===== src/rtl/alu_ctrl_pkg.sv =====
// Shared constants for the ALU control decoder and the iterative mul/div engine:
// ALU operation codes, main-control classes, funct/opcode values and FSM states.
package alu_ctrl_pkg;

    // ALU operation encodings driven on oprd
    localparam logic [3:0] OPRD_ADD = 4'd0;
    localparam logic [3:0] OPRD_SUB = 4'd1;
    localparam logic [3:0] OPRD_AND = 4'd2;
    localparam logic [3:0] OPRD_OR  = 4'd3;
    localparam logic [3:0] OPRD_XOR = 4'd4;
    localparam logic [3:0] OPRD_NOR = 4'd5;
    localparam logic [3:0] OPRD_BEQ = 4'd6;
    localparam logic [3:0] OPRD_BNE = 4'd7;
    localparam logic [3:0] OPRD_SLL = 4'd8;
    localparam logic [3:0] OPRD_SRL = 4'd9;
    localparam logic [3:0] OPRD_SRA = 4'd10;
    localparam logic [3:0] OPRD_LUI = 4'd11;

    // Main-control instruction classes
    localparam logic [1:0] ALU_OP_ADD    = 2'b00;
    localparam logic [1:0] ALU_OP_BRANCH = 2'b01;
    localparam logic [1:0] ALU_OP_RTYPE  = 2'b10;
    localparam logic [1:0] ALU_OP_ITYPE  = 2'b11;

    // R-type funct values
    localparam logic [5:0] FN_SLL   = 6'b000000;
    localparam logic [5:0] FN_SRL   = 6'b000010;
    localparam logic [5:0] FN_SRA   = 6'b000011;
    localparam logic [5:0] FN_SLLV  = 6'b000100;
    localparam logic [5:0] FN_SRLV  = 6'b000110;
    localparam logic [5:0] FN_SRAV  = 6'b000111;
    localparam logic [5:0] FN_MFHI  = 6'b010000;
    localparam logic [5:0] FN_MTHI  = 6'b010001;
    localparam logic [5:0] FN_MFLO  = 6'b010010;
    localparam logic [5:0] FN_MTLO  = 6'b010011;
    localparam logic [5:0] FN_MULT  = 6'b011000;
    localparam logic [5:0] FN_MULTU = 6'b011001;
    localparam logic [5:0] FN_DIV   = 6'b011010;
    localparam logic [5:0] FN_DIVU  = 6'b011011;
    localparam logic [5:0] FN_ADD   = 6'b100000;
    localparam logic [5:0] FN_ADDU  = 6'b100001;
    localparam logic [5:0] FN_SUB   = 6'b100010;
    localparam logic [5:0] FN_SUBU  = 6'b100011;
    localparam logic [5:0] FN_AND   = 6'b100100;
    localparam logic [5:0] FN_OR    = 6'b100101;
    localparam logic [5:0] FN_XOR   = 6'b100110;
    localparam logic [5:0] FN_NOR   = 6'b100111;
    localparam logic [5:0] FN_SLT   = 6'b101010;
    localparam logic [5:0] FN_SLTU  = 6'b101011;

    // Opcode values
    localparam logic [5:0] OPC_BEQ   = 6'b000100;
    localparam logic [5:0] OPC_BNE   = 6'b000101;
    localparam logic [5:0] OPC_ADDI  = 6'b001000;
    localparam logic [5:0] OPC_ADDIU = 6'b001001;
    localparam logic [5:0] OPC_SLTI  = 6'b001010;
    localparam logic [5:0] OPC_SLTIU = 6'b001011;
    localparam logic [5:0] OPC_ANDI  = 6'b001100;
    localparam logic [5:0] OPC_ORI   = 6'b001101;
    localparam logic [5:0] OPC_XORI  = 6'b001110;
    localparam logic [5:0] OPC_LUI   = 6'b001111;

    // Mul/div engine mode: bit 1 selects divide, bit 0 selects unsigned
    localparam logic [1:0] MD_MODE_MULT  = 2'b00;
    localparam logic [1:0] MD_MODE_MULTU = 2'b01;
    localparam logic [1:0] MD_MODE_DIV   = 2'b10;
    localparam logic [1:0] MD_MODE_DIVU  = 2'b11;

    typedef enum logic [1:0] {
        MD_IDLE = 2'b00,
        MD_RUN  = 2'b01,
        MD_FIX  = 2'b10
    } md_state_e;

    // True for the four funct codes that launch the iterative engine
    function automatic logic is_md_funct(input logic [5:0] fn);
        return (fn == FN_MULT) || (fn == FN_MULTU) || (fn == FN_DIV) || (fn == FN_DIVU);
    endfunction

    // True for the four funct codes that read or write HI/LO
    function automatic logic is_hilo_funct(input logic [5:0] fn);
        return (fn == FN_MFHI) || (fn == FN_MTHI) || (fn == FN_MFLO) || (fn == FN_MTLO);
    endfunction

endpackage


===== src/rtl/muldiv_iter.sv =====
// Iterative multiply/divide engine: one shift-add or restoring-subtract step
// per cycle on operand magnitudes, with sign correction applied in a final step.
module muldiv_iter
    import alu_ctrl_pkg::*;
#(
    parameter int WIDTH = 32
) (
    input  logic             clk,
    input  logic             rst_n,
    input  logic             start,
    input  logic [1:0]       mode,
    input  logic [WIDTH-1:0] a,
    input  logic [WIDTH-1:0] b,
    output logic             busy,
    output logic             done,
    output logic [WIDTH-1:0] hi,
    output logic [WIDTH-1:0] lo
);

    localparam int CW = $clog2(WIDTH);
    localparam int W2 = 2 * WIDTH;

    md_state_e        state_q,  state_d;
    logic [CW-1:0]    cnt_q,    cnt_d;
    // Multiply: {partial upper, multiplier}. Divide: {remainder, quotient}.
    logic [W2-1:0]    acc_q,    acc_d;
    // Multiplicand or divisor magnitude
    logic [WIDTH-1:0] opb_q,    opb_d;
    // Raw dividend, returned in hi on divide by zero
    logic [WIDTH-1:0] a_raw_q,  a_raw_d;
    logic [1:0]       mode_q,   mode_d;
    logic             neg_lo_q, neg_lo_d;
    logic             neg_hi_q, neg_hi_d;
    logic             busy_q,   busy_d;
    logic             done_q,   done_d;
    logic [WIDTH-1:0] hi_q,     hi_d;
    logic [WIDTH-1:0] lo_q,     lo_d;

    logic             a_neg_s, b_neg_s;
    logic [WIDTH-1:0] a_mag_s, b_mag_s;
    logic [WIDTH:0]   add_sum_s, rem_shift_s, rem_diff_s;
    logic [W2-1:0]    mul_next_s, div_next_s, prod_s;
    logic [WIDTH-1:0] quo_s, rem_s;

    // Operand magnitudes, single iteration step and sign-corrected results
    always_comb begin
        a_neg_s = ~mode[0] & a[WIDTH-1];
        b_neg_s = ~mode[0] & b[WIDTH-1];
        a_mag_s = a_neg_s ? ({WIDTH{1'b0}} - a) : a;
        b_mag_s = b_neg_s ? ({WIDTH{1'b0}} - b) : b;

        add_sum_s  = {1'b0, acc_q[W2-1:WIDTH]} + (acc_q[0] ? {1'b0, opb_q} : {(WIDTH+1){1'b0}});
        mul_next_s = {add_sum_s, acc_q[WIDTH-1:1]};

        rem_shift_s = {acc_q[W2-1:WIDTH], acc_q[WIDTH-1]};
        rem_diff_s  = rem_shift_s - {1'b0, opb_q};
        if (rem_diff_s[WIDTH]) begin
            div_next_s = {rem_shift_s[WIDTH-1:0], acc_q[WIDTH-2:0], 1'b0};
        end else begin
            div_next_s = {rem_diff_s[WIDTH-1:0], acc_q[WIDTH-2:0], 1'b1};
        end

        prod_s = neg_lo_q ? ({W2{1'b0}} - acc_q) : acc_q;
        quo_s  = neg_lo_q ? ({WIDTH{1'b0}} - acc_q[WIDTH-1:0]) : acc_q[WIDTH-1:0];
        rem_s  = neg_hi_q ? ({WIDTH{1'b0}} - acc_q[W2-1:WIDTH]) : acc_q[W2-1:WIDTH];
    end

    // Next-state and next-register computation for the IDLE/RUN/FIX sequencer
    always_comb begin
        state_d  = state_q;
        cnt_d    = cnt_q;
        acc_d    = acc_q;
        opb_d    = opb_q;
        a_raw_d  = a_raw_q;
        mode_d   = mode_q;
        neg_lo_d = neg_lo_q;
        neg_hi_d = neg_hi_q;
        busy_d   = busy_q;
        done_d   = 1'b0;
        hi_d     = hi_q;
        lo_d     = lo_q;
        case (state_q)
            MD_IDLE: begin
                if (start) begin
                    state_d  = MD_RUN;
                    cnt_d    = CW'(WIDTH - 1);
                    acc_d    = {{WIDTH{1'b0}}, a_mag_s};
                    opb_d    = b_mag_s;
                    a_raw_d  = a;
                    mode_d   = mode;
                    neg_lo_d = a_neg_s ^ b_neg_s;
                    neg_hi_d = mode[1] ? a_neg_s : (a_neg_s ^ b_neg_s);
                    busy_d   = 1'b1;
                end else begin
                    state_d  = MD_IDLE;
                end
            end
            MD_RUN: begin
                acc_d = mode_q[1] ? div_next_s : mul_next_s;
                if (cnt_q == {CW{1'b0}}) begin
                    state_d = MD_FIX;
                end else begin
                    cnt_d = cnt_q - {{(CW-1){1'b0}}, 1'b1};
                end
            end
            MD_FIX: begin
                state_d = MD_IDLE;
                busy_d  = 1'b0;
                done_d  = 1'b1;
                if (!mode_q[1]) begin
                    hi_d = prod_s[W2-1:WIDTH];
                    lo_d = prod_s[WIDTH-1:0];
                end else if (opb_q == {WIDTH{1'b0}}) begin
                    hi_d = a_raw_q;
                    lo_d = {WIDTH{1'b1}};
                end else begin
                    hi_d = rem_s;
                    lo_d = quo_s;
                end
            end
            default: begin
                state_d = MD_IDLE;
                busy_d  = 1'b0;
            end
        endcase
    end

    // Sequencer state and datapath registers; reset aborts any operation in flight
    always_ff @(posedge clk or negedge rst_n) begin
        if (!rst_n) begin
            state_q  <= MD_IDLE;
            cnt_q    <= {CW{1'b0}};
            acc_q    <= {W2{1'b0}};
            opb_q    <= {WIDTH{1'b0}};
            a_raw_q  <= {WIDTH{1'b0}};
            mode_q   <= 2'b00;
            neg_lo_q <= 1'b0;
            neg_hi_q <= 1'b0;
            busy_q   <= 1'b0;
            done_q   <= 1'b0;
            hi_q     <= {WIDTH{1'b0}};
            lo_q     <= {WIDTH{1'b0}};
        end else begin
            state_q  <= state_d;
            cnt_q    <= cnt_d;
            acc_q    <= acc_d;
            opb_q    <= opb_d;
            a_raw_q  <= a_raw_d;
            mode_q   <= mode_d;
            neg_lo_q <= neg_lo_d;
            neg_hi_q <= neg_hi_d;
            busy_q   <= busy_d;
            done_q   <= done_d;
            hi_q     <= hi_d;
            lo_q     <= lo_d;
        end
    end

    assign busy = busy_q;
    assign done = done_q;
    assign hi   = hi_q;
    assign lo   = lo_q;

endmodule


===== src/rtl/alu_ctrl_muldiv.sv =====
// ALU control decoder with HI/LO register file and an optional iterative
// multiply/divide engine. Decode is purely combinational; mul/div and HI/LO
// instructions stall while the engine is busy.
module alu_ctrl_muldiv
    import alu_ctrl_pkg::*;
#(
    parameter int WIDTH = 32,
    parameter int MD_EN = 1
) (
    input  logic             clk,
    input  logic             rst_n,
    input  logic [1:0]       alu_op,
    input  logic [5:0]       funct,
    input  logic [5:0]       opcode,
    input  logic             decode_en,
    input  logic [WIDTH-1:0] md_a,
    input  logic [WIDTH-1:0] md_b,
    output logic [3:0]       oprd,
    output logic             ifslt,
    output logic             is_unsigned,
    output logic             md_busy,
    output logic             md_done,
    output logic             md_stall,
    output logic [WIDTH-1:0] hi,
    output logic [WIDTH-1:0] lo,
    output logic [1:0]       hilo_rd
);

    logic rtype_s;
    logic md_fn_s;
    logic hilo_fn_s;

    // ALU operation decode; unlisted encodings fall back to add with no compare flags
    always_comb begin
        oprd        = OPRD_ADD;
        ifslt       = 1'b0;
        is_unsigned = 1'b0;
        case (alu_op)
            ALU_OP_ADD: begin
                oprd = OPRD_ADD;
            end
            ALU_OP_BRANCH: begin
                if (opcode == OPC_BEQ) begin
                    oprd = OPRD_BEQ;
                end else if (opcode == OPC_BNE) begin
                    oprd = OPRD_BNE;
                end else begin
                    oprd = OPRD_ADD;
                end
            end
            ALU_OP_RTYPE: begin
                case (funct)
                    FN_ADD, FN_ADDU:  oprd = OPRD_ADD;
                    FN_SUB, FN_SUBU:  oprd = OPRD_SUB;
                    FN_AND:           oprd = OPRD_AND;
                    FN_OR:            oprd = OPRD_OR;
                    FN_XOR:           oprd = OPRD_XOR;
                    FN_NOR:           oprd = OPRD_NOR;
                    FN_SLT: begin
                        oprd  = OPRD_SUB;
                        ifslt = 1'b1;
                    end
                    FN_SLTU: begin
                        oprd        = OPRD_SUB;
                        ifslt       = 1'b1;
                        is_unsigned = 1'b1;
                    end
                    FN_SLL, FN_SLLV:  oprd = OPRD_SLL;
                    FN_SRL, FN_SRLV:  oprd = OPRD_SRL;
                    FN_SRA, FN_SRAV:  oprd = OPRD_SRA;
                    default:          oprd = OPRD_ADD;
                endcase
            end
            ALU_OP_ITYPE: begin
                case (opcode)
                    OPC_ADDI, OPC_ADDIU: oprd = OPRD_ADD;
                    OPC_ANDI:            oprd = OPRD_AND;
                    OPC_ORI:             oprd = OPRD_OR;
                    OPC_XORI:            oprd = OPRD_XOR;
                    OPC_SLTI: begin
                        oprd  = OPRD_SUB;
                        ifslt = 1'b1;
                    end
                    OPC_SLTIU: begin
                        oprd        = OPRD_SUB;
                        ifslt       = 1'b1;
                        is_unsigned = 1'b1;
                    end
                    OPC_LUI:             oprd = OPRD_LUI;
                    default:             oprd = OPRD_ADD;
                endcase
            end
            default: begin
                oprd = OPRD_ADD;
            end
        endcase
    end

    // Classify the instruction for mul/div, HI/LO moves, read-port select and stall
    always_comb begin
        rtype_s   = (alu_op == ALU_OP_RTYPE);
        md_fn_s   = is_md_funct(funct);
        hilo_fn_s = is_hilo_funct(funct);
        md_stall  = decode_en & rtype_s & (md_fn_s | hilo_fn_s) & md_busy;
        if (rtype_s && (funct == FN_MFLO)) begin
            hilo_rd = 2'b01;
        end else if (rtype_s && (funct == FN_MFHI)) begin
            hilo_rd = 2'b10;
        end else begin
            hilo_rd = 2'b00;
        end
    end

    generate
        if (MD_EN != 0) begin : g_md
            logic             eng_busy_s;
            logic             eng_done_s;
            logic [WIDTH-1:0] eng_hi_s;
            logic [WIDTH-1:0] eng_lo_s;
            logic             start_s;
            logic             mthi_wr_s;
            logic             mtlo_wr_s;
            logic [WIDTH-1:0] hi_q, hi_d;
            logic [WIDTH-1:0] lo_q, lo_d;

            muldiv_iter #(
                .WIDTH (WIDTH)
            ) u_muldiv_iter (
                .clk   (clk),
                .rst_n (rst_n),
                .start (start_s),
                .mode  (funct[1:0]),
                .a     (md_a),
                .b     (md_b),
                .busy  (eng_busy_s),
                .done  (eng_done_s),
                .hi    (eng_hi_s),
                .lo    (eng_lo_s)
            );

            // Engine launch and HI/LO writes; a move in the done cycle overrides the result
            always_comb begin
                start_s   = decode_en & rtype_s & md_fn_s & ~eng_busy_s;
                mthi_wr_s = decode_en & rtype_s & (funct == FN_MTHI) & ~eng_busy_s;
                mtlo_wr_s = decode_en & rtype_s & (funct == FN_MTLO) & ~eng_busy_s;
                if (mthi_wr_s) begin
                    hi_d = md_a;
                end else if (eng_done_s) begin
                    hi_d = eng_hi_s;
                end else begin
                    hi_d = hi_q;
                end
                if (mtlo_wr_s) begin
                    lo_d = md_a;
                end else if (eng_done_s) begin
                    lo_d = eng_lo_s;
                end else begin
                    lo_d = lo_q;
                end
            end

            // Architectural HI/LO registers
            always_ff @(posedge clk or negedge rst_n) begin
                if (!rst_n) begin
                    hi_q <= {WIDTH{1'b0}};
                    lo_q <= {WIDTH{1'b0}};
                end else begin
                    hi_q <= hi_d;
                    lo_q <= lo_d;
                end
            end

            // Fresh engine results are visible in the done cycle itself
            assign md_busy = eng_busy_s;
            assign md_done = eng_done_s;
            assign hi      = eng_done_s ? eng_hi_s : hi_q;
            assign lo      = eng_done_s ? eng_lo_s : lo_q;
        end else begin : g_no_md
            assign md_busy = 1'b0;
            assign md_done = 1'b0;
            assign hi      = {WIDTH{1'b0}};
            assign lo      = {WIDTH{1'b0}};
        end
    endgenerate

endmodule

===== config.mk =====
export PLATFORM = sky130hd
export DESIGN_NAME = alu_ctrl_muldiv
export DESIGN_NICKNAME = d
export VERILOG_FILES = /design/src/rtl/alu_ctrl_pkg.sv /design/src/rtl/muldiv_iter.sv /design/src/rtl/alu_ctrl_muldiv.sv
export SDC_FILE = /design/constraint.sdc
export NUM_CORES = 1
export LEC_CHECK = 0
export ABC_AREA = 0
export ABC_CLOCK_PERIOD_IN_PS = 3200
export CORE_ASPECT_RATIO = 0.75
export CORE_MARGIN = 2
export CORE_UTILIZATION = 37
export CTS_BUF_LIST = sky130_fd_sc_hd__clkbuf_4
export CTS_CLUSTER_SIZE = 12
export DETAILED_ROUTE_END_ITERATION = 8
export HOLD_SLACK_MARGIN = 0.1
export PLACE_DENSITY = 0.64
export SLEW_MARGIN = 20
export SYNTH_ARGS = -nofsm -noshare
export SYNTH_HDL_FRONTEND = slang
export SYNTH_SLANG_ARGS = --single-unit

===== constraint.sdc =====
create_clock -name clk -period 3.2 [get_ports clk]
set_clock_uncertainty 0.15 [all_clocks]
set_input_delay 0.32 -clock clk [delete_from_list [all_inputs] [get_ports clk]]
set_output_delay 0.32 -clock clk [all_outputs]
set_load 0.05 [all_outputs]

==> key figures <==
Placed design
  • Worst slack, placed: -0.435 ns
  • Routability congestion estimate: ~1.0
  • DP HPWL: about 48000 um
  • Placed cell area: around 24000 um^2
  • PortBufs: about 160

Floorplanning
  • CORE AREA: approximately 52000 um^2
  • Die X: ~270 um
  • Initial Util: 0.374
  • Die span in y: ~200 um
  • Core Rows: between 70 and 80
  • Top-level I/O count: approximately 160
  • Die Area: roughly 54000 um^2

STA
  • Max Transition Viols Final: 0
  • Final setup fails: between 40 and 50
  • Worst slew margin: 0.297
  • Unrepaired setup endpoints after global routing: yes
  • Achievable clock frequency: between 200 and 300 MHz
  • Tightest Pin Transition: 1.05 ns
  • Tcrit/Tclk final: 1.08
  • Fin worst setup slack: -0.266 ns
  • Minimum clock period: around 3.5 ns
  • Fin. Hold Viols: 0

Clock tree
  • Root Buffer Master: clkbuf_4
  • Clk sinks: between 200 and 300
  • CTS tree: done
  • TritonCTS Buffers: 76
  • Clk_lat worst skew: between 0.8 and 0.9 ns
  • Clk buf depth: 3
  • CTS clk-pin slew, worst paths: 0.06 ns
  • H-tree Lvls: 3

Detailed routing
  • DR pass1 iterations: 6
  • DRT antenna net count: 0
  • Initial drt markers: 1453
  • WL final: 66300 um
  • Routed via count: 19.1k
  • Vias/cell: ~5.5
  • Drt drc: 0
  • Routed len/inst: roughly 19 um

Yosys
  • Post-Synthesis Cells: 2272
  • Mapped Nets: between 2k and 2.5k
  • Synth Area in Simple Gates: 0.168
  • Cell variety after synth: slightly above 80
  • Multiplexer share of the synthesized area: 0.104
  • Synthesis-stage register bit count: about 270
  • Complex-gate fraction of the synthesized area: 0.194
  • Yosys top cell area share: 0.348
  • Post-Synth XOR/XNOR Area: 0.0903
  • Synth area leaders: dfrtp_1 (35%), mux2_2 (7.5%), nand2_1 (5.1%)
  • Avg Inst Size Synth: 8.49 um^2
  • Area leader, netlist: dfrtp_1
  • Synthesized cell area: slightly below 20000 um^2
  • EDFF count, synth: 0
  • Post-synth top flop: dfrtp_1
  • Synth Area in Adders: 0.0475
  • Yosys warnings: 0
  • Fraction of registers with async set/reset: 1.00
  • Sequential cell area fraction in the yosys report: 0.348
  • Combinational family with the most area after synthesis: compound AO/OA/AOI/OAI gates

Worst hold path
  • Hold Path Cell Cnt: 5
  • Hold Crit Class: primary input to flop

Run status
  • Violated checks: negative setup slack
  • Outcome: complete, but fails checks

Power and ir drop
  • Worst IR drop on VDD: ~0.26 mV
  • Pwr Density: 473 nW/um^2
  • Pleak: roughly 12 nW
  • Total Power: between 10 and 15 mW

Cells and area
  • Final Cell Area: between 20000 and 30000 um^2
  • Area grow syn2layout: 34.3%
  • Nets@finish: 2861
  • Share of layout cells above drive strength 1: 0.257
  • Finished Core Util: 0.503

GRT
  • Number of antenna violations at the first check in global routing: 2
  • Total gr overflow: 0
  • Vias in the first global route: approximately 19k
  • Largest net degree at the start of global routing: ~120
  • First-pass GRT wire length: 104000 um
  • GRT Total Usage: 0.244

Critical path
  • WP data required: approximately 3.7 ns
  • Worst Reg-to-Reg Cells: 14
  • Critical Path Sink Type: flop
  • Critical Path Fanout Max: 5
  • Crit path DAT: approximately 3.9 ns
  • Startpoint types: flop
  • Crit Path Class: flop to flop

Flow run
  • Number of max-cap violations: 0
[power by group]
group	total, mW	leakage (nW)	switching [mW]	internal (mW)
combinational	4.96	7.94	2.62	2.34
sequential	3.96	3.17	0.297	3.66
clock	3.36	0.569	1.63	1.73
total	12.3	11.7	4.54	7.73
[cell usage in the layout, fill, tap and decap left out, types with 48 or more instances in the layout]
cell type          n
dfrtp_1          263
xnor2_1           89
ha_1              65
mux2_2           128
o21ai_0          101
o21ai_1           62
clkbuf_4         109
clkdlybuf4s50_1   91
inv_1             66
buf_4            297
xor2_1           108
mux2i_1           56
nor2_1           200
dlygate4sd3_1     48
a211oi_1          50
a21oi_1          173
nand2_1          257
dlygate4sd2_1     55
[synth_stat cells, types with 35 or more instances]
cell type  number
o31ai_1        35
a21oi_1       180
dfrtp_1       268
nor2_1        205
clkbuf_1      146
mux2i_1        57
ha_1           70
xnor2_1        89
a31oi_1        40
mux2_2        128
inv_1          71
xor2_1        110
nand2_1       263
o21ai_1        62
a211oi_1       54
o21ai_0       115
[per-stage QoR]
stage	hold WS, ns	TNS, ns	std cells
global route	0.115	-13.48	3468
detailed placement	0.107	-14.90	3257
finish	0.148	-7.60	3471
global placement	0.0964	-13.25	3257
floorplan	-0.126	-2.93	2272
CTS	0.100	-6.35	3449
[state kept, by name, summed over array words and instances, names as in the netlist]
name and flops:
g_md.u_muldiv_iter.busy 1, g_md.u_muldiv_iter.acc_q 64, g_md.u_muldiv_iter.mode_q 1, g_md.lo_q 32, g_md.u_muldiv_iter.hi 32, g_md.u_muldiv_iter.done 1
g_md.hi_q 32, g_md.u_muldiv_iter.opb_q 32, g_md.u_muldiv_iter.neg_hi_q 1, g_md.u_muldiv_iter.state_q 2, g_md.u_muldiv_iter.neg_lo_q 1, g_md.u_muldiv_iter.lo 32
g_md.u_muldiv_iter.a_raw_q 32, g_md.u_muldiv_iter.cnt_q 5
[critical path, cell delays in order (launching register included)]
cell and delay, ns:
dfrtp_1 0.42, ha_4 0.18, fa_2 0.37, nor2b_4 0.16, o31ai_4 0.07, a2111o_1 0.42
a211oi_2 0.27, nor3b_2 0.08, o21bai_1 0.14, buf_4 0.14, xor2_4 0.25, buf_12 0.19
buf_12 0.12, mux2i_1 0.18, o221ai_1 0.13
[layer usage]
layer | up-vias | part of all wire | global-route usage
met1 | 9285 | 0.47 | 0.353
met3 | 107 | 0.071 | 0.0458
met4 | 0 | 0.023 | 0.0660
li1 | 9008 | - | -
met2 | 665 | 0.44 | 0.370
met5 | - | 0 | 0
[cell type report]
| class | count | area [um^2] |
|---|---|---|
| Clock buffer | 109 | 818 |
| Tap cell | 703 | 880 |
| Inverter | 73 | 279 |
| Multi-Input combinational cell | 1765 | 12400 |
| Antenna cell | 6 | 15.0 |
| Sequential cell | 268 | 6720 |
| Clock inverter | 23 | 155 |
| Timing Repair Buffer | 524 | 4660 |
| Fill cell | 4903 | 25600 |
[path summary, 6_finish.rpt]
kind	endpoint	slack (ns)	start
max	g_md.u_muldiv_iter.acc_q[58]	-0.27	g_md.u_muldiv_iter.opb_q[0]
min	g_md.u_muldiv_iter.opb_q[12]	0.15	md_b[12]
max reg2reg	g_md.u_muldiv_iter.acc_q[58]	-0.27	g_md.u_muldiv_iter.opb_q[0]
min reg2reg	g_md.u_muldiv_iter.a_raw_q[18]	0.33	g_md.u_muldiv_iter.a_raw_q[18]
max in group asynchronous	g_md.u_muldiv_iter.mode_q[1]	1.60	rst_n
min in group asynchronous	g_md.lo_q[11]	0.45	rst_n
[repair_timing]
item,CTS,global route
pin swaps,21,42
hold endpoints to repair,330,0
cloned,2,0
gates resized for setup,130,92
setup endpoints to repair,123,57
hold buffers,49,0
buffers inserted,9,19
[cells by family (layout without fill, tap and decap cells)]
group           after synthesis  in the layout
compound gates              610            610
xor+xnor                    199            199
fa+ha+maj                    72             72
buf+inv                     239            729
flops                       268            268
mux                         185            185
other cells                   0              6
simple gates                699            699
Power figures use the tool's default switching activity.
